[config.mk]
export PLATFORM = sky130hd
export DESIGN_NAME = tree_sum_accumulator
export DESIGN_NICKNAME = d
export VERILOG_FILES = /design/src/rtl/tree_acc_pkg.sv /design/src/rtl/tree_sum_accumulator.sv
export SDC_FILE = /design/constraint.sdc
export NUM_CORES = 1
export LEC_CHECK = 0
export ABC_AREA = 0
export BUFFER_PORTS_ARGS = -buffer_cell sky130_fd_sc_hd__clkbuf_2
export CORE_MARGIN = 3
export CORE_UTILIZATION = 50
export DETAILED_ROUTE_END_ITERATION = 16
export PLACE_DENSITY = 0.74
export SKIP_LAST_GASP = 1
export SYNTH_ARGS = -nofsm -noshare
export SYNTH_HDL_FRONTEND = slang
export SYNTH_SLANG_ARGS = --single-unit
[constraint.sdc]
create_clock -name clk -period 6.3 [get_ports clk]
set_clock_uncertainty 0.1 [all_clocks]
set_input_delay 1.26 -clock clk [delete_from_list [all_inputs] [get_ports clk]]
set_output_delay 1.26 -clock clk [all_outputs]
set_load 0.05 [all_outputs]
[src/rtl/tree_acc_pkg.sv]
// Shared types and default widths for the tree-sum accumulator.
package tree_acc_pkg;

  localparam int unsigned IN_W_DEF  = 32;
  localparam int unsigned ACC_W_DEF = 48;
  localparam int unsigned CNT_W_DEF = 8;

  typedef enum logic [1:0] {
    ST_IDLE = 2'd0,
    ST_ACC  = 2'd1,
    ST_HOLD = 2'd2
  } state_t;

endpackage

[src/rtl/tree_sum_accumulator.sv]
// Sums cfg_len signed beats from the tree adder into one wide result,
// held with valid/ready until the consumer takes it.
module tree_sum_accumulator
  import tree_acc_pkg::*;
#(
  parameter int unsigned IN_W  = IN_W_DEF,
  parameter int unsigned ACC_W = ACC_W_DEF,
  parameter int unsigned CNT_W = CNT_W_DEF
) (
  input  logic             clk,
  input  logic             rst,
  input  logic [CNT_W-1:0] cfg_len,
  input  logic [IN_W-1:0]  in_data,
  input  logic             in_valid,
  output logic             in_ready,
  output logic [ACC_W-1:0] out_data,
  output logic             out_valid,
  input  logic             out_ready,
  output logic             busy
);

  state_t           r_state;
  logic [ACC_W-1:0] r_acc;
  logic [CNT_W-1:0] r_cnt;
  logic [CNT_W-1:0] r_len;

  state_t           w_state_nxt;
  logic [ACC_W-1:0] w_acc_nxt;
  logic [CNT_W-1:0] w_cnt_nxt;
  logic [CNT_W-1:0] w_len_nxt;
  logic             w_in_ready;

  logic [ACC_W-1:0] w_sext;
  logic [CNT_W-1:0] w_len_first;
  state_t           w_first_state;
  logic [CNT_W-1:0] w_cnt_inc;

  // A zero length is treated as a single-beat frame.
  assign w_sext        = ACC_W'($signed(in_data));
  assign w_len_first   = (cfg_len == '0) ? CNT_W'(1) : cfg_len;
  assign w_first_state = (w_len_first == CNT_W'(1)) ? ST_HOLD : ST_ACC;
  assign w_cnt_inc     = r_cnt + CNT_W'(1);

  // Next-state, datapath update and input handshake.
  always_comb begin
    w_state_nxt = r_state;
    w_acc_nxt   = r_acc;
    w_cnt_nxt   = r_cnt;
    w_len_nxt   = r_len;
    w_in_ready  = 1'b1;
    case (r_state)
      ST_IDLE: begin
        if (in_valid) begin
          w_len_nxt   = w_len_first;
          w_acc_nxt   = w_sext;
          w_cnt_nxt   = CNT_W'(1);
          w_state_nxt = w_first_state;
        end
      end
      ST_ACC: begin
        if (in_valid) begin
          w_acc_nxt = r_acc + w_sext;
          w_cnt_nxt = w_cnt_inc;
          if (w_cnt_inc == r_len) begin
            w_state_nxt = ST_HOLD;
          end
        end
      end
      ST_HOLD: begin
        // A new frame may start on the same cycle the result is taken.
        w_in_ready = out_ready;
        if (out_ready) begin
          if (in_valid) begin
            w_len_nxt   = w_len_first;
            w_acc_nxt   = w_sext;
            w_cnt_nxt   = CNT_W'(1);
            w_state_nxt = w_first_state;
          end else begin
            w_state_nxt = ST_IDLE;
          end
        end
      end
      default: begin
        w_state_nxt = ST_IDLE;
      end
    endcase
  end

  always_ff @(posedge clk) begin
    if (rst) begin
      r_state <= ST_IDLE;
      r_acc   <= '0;
      r_cnt   <= '0;
      r_len   <= CNT_W'(1);
    end else begin
      r_state <= w_state_nxt;
      r_acc   <= w_acc_nxt;
      r_cnt   <= w_cnt_nxt;
      r_len   <= w_len_nxt;
    end
  end

  assign in_ready  = w_in_ready;
  assign out_valid = (r_state == ST_HOLD);
  assign busy      = (r_state != ST_IDLE);
  assign out_data  = r_acc;

endmodule

[Yosys cells after proc, flatten, opt, wreduce, memory -nomap -nowiden]
Cells that the tools add are included.
Storage, ports and cells
  register bits after elaboration: 66
  bits of input ports: 44
  output and inout port bits: 51
Operators by class
  $add $sub $neg: 2
  equal/unequal tests: 8
  muxes and demuxes: 20
  reduce and logical (&&, ||, !) cells: 8
Operators by type and width (count)
  $mux W48: 3
  $pmux W48 S3: 1
  $add A48 B48 Y48: 1
  $mux W8: 6
  $pmux W8 S3: 1
  $pmux W8 S2: 1
  $mux W2: 6
  $add A8 B1 Y8 const B: 1
  $eq A8 B1 Y1 const B: 1
  $eq A8 B8 Y1: 1
  $logic_not A8 Y1: 1
  $ne A2 B2 Y1 const B: 3
  $pmux W2 S3: 1
  $reduce_and A4 Y1: 1
  $reduce_bool A2 Y1: 2
  $reduce_and A3 Y1: 1
  $reduce_bool A3 Y1: 1
  $eq A2 B1 Y1 const B: 1
  $eq A2 B2 Y1 const B: 1
  $logic_not A2 Y1: 1
  $ne A2 B1 Y1 const B: 1
  $reduce_and A2 Y1: 1
  $mux W1: 1

[Logic depth before layout (Yosys ltp)]
  depth after elaboration: 7
  gate-level depth with buffers: 12
  gate-level depth less buffers: 12

[Worst setup path after synthesis]
Ideal clock, no wire load.
  kind: input-to-reg
  start: input port in_data[0]
  end: register r_acc[32] (netlist: out_data[32])
  library setup time: 0.119 ns
  arrival: 3.241 ns
  required time: 6.081 ns
  slack: 2.840 ns
  stages: 12
  path buffers: 0
  path through: ha_1 inv_1 fa_1 nor2b_1 o2111ai_1 a21oi_1 o31a_1 a21oi_1 and2_1 o21ai_0 xor2_1 o221a_2
On the way
  cells in the longest elaborated chain, start to end: 3
RTL lines
  start: declaration: line tree_sum_accumulator.sv:13  | input logic [IN_W-1:0] in_data,
  $add A48 B48 Y48: line tree_sum_accumulator.sv:62  | w_acc_nxt = r_acc + w_sext;
  $mux W48: line tree_sum_accumulator.sv:61  | if (in_valid) begin
  $pmux W48 S3: line tree_sum_accumulator.sv:51  | case (r_state)
  end signal: assignment: line tree_sum_accumulator.sv:97  | r_acc <= w_acc_nxt;
  end: declaration: line tree_sum_accumulator.sv:23  | logic [ACC_W-1:0] r_acc;
Every way passes these cells. The select of a mux whose other input is x is not followed.
A chain may end at the register's enable or synchronous reset.

[Final worst setup path]
  start: input port in_data[0]
  end: register r_acc[38] (netlist: out_data[38])
The elaborated chain is that of the path after synthesis.

==> qor.txt <==
Status - complete, no violations
Hold WC Path Type - reg -> reg
RSZ-0062 raised after global routing - no
CP most frequent cell - a21oi_1
Final Hold Fails - 0
CTS Hold Bufs - 0
Clock share of power - 0.322
Tmin final - 3820 ps
Resize count post-CTS - 0
Total wire length - 17000 um
Pins Over Slew Limit - 0
Most frequent cells in the layout - 102 x a21oi_1, 94 x clkbuf_2, 81 x nand2_1
Die Wd - 112 um
Layout cells sized above 1 - 0.163
CORE AREA - 10900 um2
Power per Cell Area - 271 nW/um2
Syn_nets - 838
Register bit total from synthesis - 66
Tot GR Track Use - 0.272
Fmax achieved - 262 MHz
Mapped cell area - 5670 um2
Final Cycle Share - 0.607
Sequential power share - 0.283
Chip height - 112 um
CP endpoint kind - flip-flop
MaxCap Viol Count - 0
Hold_ws - 371 ps
First-pass GRT wire length - 28500 um
CP delay by family, top - compound AO/OA/AOI/OAI gates
DP HPWL - 12400 um
# DRC - 0
CTS clk-pin slew, worst paths - 60 ps
Synth warn - 0
Root buf cell - clkbuf_16
Clock buffer depth - 2
Fraction of registers with async set/reset - 0
Slowest CP cell - fa_1
Post-synth EDFFs - 0
Sw frac - 0.401
CTS Sinks - 66
CP Max Fanout - 3
Total gr overflow - 0
Die area - 12600 um2
Commonest non-fill, non-tap cell in the layout - a21oi_1
Initial antenna violation count - 0
Setup bufs post-CTS - 0
Initial DRT Pass Iterations - 6
Clk_lat worst skew - 350 ps
Row count - 38
# setup viols final - 0
Critical Path Start Type - input pin
Crit path DAT - 3910 ps
I/O Pins - 95
Sequential fraction of the synthesis area - 0.233
P_sw - 704 uW
RD Place Congestion - 0.917
Initial DRC count - 425
Worst endpoint required time - 6390 ps
Syn Area/Cell - 7.61 um2
Setup Crit Path Kind - in -> reg
Int Pwr - 1.05 mW
Average via count per standard cell - 6.34
Syn-to-layout area delta - 14.6%
Final net count - 904
CP max stage delay - 380 ps
Vias in the first global route - 5984
IO buf count - 94
Gate Count Post-Synth - 745
WP buf/inv - 2
Count of cell types in the netlist - 71
Slew headroom - 0.334
VDD IR max - 0.146 mV
LEAKAGE - 2.93 nW
CTS tree - yes
Ant diodes - 0
Gate power share - 0.395
WL/cell - 17.8 um
Starting Density - 0.518
Synth Flop Type - dfxtp_1
Measured slew at the worst slew-check pin - 999 ps
TNS Setup - 0 ps
Post-route ant nets - 0
Largest net degree at the start of global routing - 58
Num CTS Buffers - 9
Critical path cell sequence - clkbuf_2 > ha_1 > inv_1 > fa_1 > nor2b_1 > o2111ai_1 > a21oi_1 > nor2_4 > o22ai_1 > o311ai_2 > nand3b_1 > xnor2_1 > a21oi_1
H-tree depth - 3
Via count - 6057
==> metrics by stage <==
step	utilization	std cells	cell area (um2)	setup slack (ps)	power, mW
floorplan	-	745	5670	2840	1.03
global placement	0.564	940	6160	2240	1.18
detailed placement	0.564	940	6160	2140	1.19
CTS	0.594	956	6490	2470	1.76
global route	0.594	956	6490	2240	1.85
finish	0.594	956	6490	2480	1.76
==> power by group through the flow <==
stage / sequential, mW / clock [mW] / combinational, mW
detailed placement: 0.505 / 0 / 0.685
global placement: 0.502 / 0 / 0.677
global route: 0.502 / 0.587 / 0.760
CTS: 0.496 / 0.572 / 0.690
finish: 0.497 / 0.566 / 0.694
floorplan: 0.604 / 0 / 0.427
==> metal layers <==
layer	GRT usage	routed length [um]	vias up
met5	0	0	-
met4	0.135	452	0
met3	0.0399	1100	40
met2	0.466	8340	241
met1	0.333	7090	2870
li1	-	-	2906
==> flip-flops by register name, summed over array words and instances, names as in the netlist <==
register and count:
out_data 48, r_cnt 8, r_len 8, r_state 2
==> cell type report <==
class / instances / area, um2
Clock buffer: 10 / 239
Fill cell: 1055 / 4440
Inverter: 16 / 60.1
Sequential cell: 66 / 1320
Multi-Input combinational cell: 619 / 4100
Timing Repair Buffer: 99 / 508
Tap cell: 140 / 175
Clock inverter: 6 / 88.8
==> cell usage after synthesis (all sizes together) (3+ instances only) <==
master	count	area, um2
nand4	14	87.6
nand2b	5	38.8
o21bai	7	52.6
and2	7	43.8
a31oi	9	56.3
buf	11	62.6
xor2	20	175
a221oi	5	73.8
o21ai	54	270
ha	48	601
a21oi	104	528
o211ai	7	62.6
o221ai	23	201
clkbuf	33	124
o21a	4	30.0
inv	15	56.3
a31o	5	43.8
nand3	15	75.1
nor3b	4	30.0
a21o	32	241
o22ai	4	25.0
xnor2	32	280
a311oi	3	26.3
nor2	46	180
o31a	3	26.3
nor3	11	55.1
nand2	81	304
nor4	4	25.0
a211oi	6	50.1
and3	16	105
dfxtp	66	1320
or3	5	31.3
or2	3	18.8
nor2b	11	68.8
==> final timing paths <==
| kind | from | end | slack (ps) | cells past startpoint |
|---|---|---|---|---|
| setup / recovery | in_data[0] | out_data[38] | 2480 | 13 |
| hold / removal | out_data[30] | out_data[30] | 370 | 2 |
| setup reg to reg | r_state[0] | out_data[43] | 2780 | 7 |
| hold reg to reg | out_data[30] | out_data[30] | 370 | 2 |
==> worst register-to-register path, cell delays in order, from the launching register on <==
cell      delay (ps)
dfxtp_1          890
clkinv_1         520
a21o_1           280
nand2_1           90
a21oi_1          180
a21oi_1          890
o21ai_0          260
a211oi_2         230
==> logic make-up after synthesis <==
group                    synth area share
AO/OA/AOI/OAI                       0.332
XOR/XNOR                           0.0804
adder cells (fa/ha/maj)             0.110
buffers and inverters              0.0435
flip-flops                          0.233
multiplexers                      0.00353
AND/OR/NAND/NOR                     0.198
No activity file was read; power rests on OpenSTA's default activity.
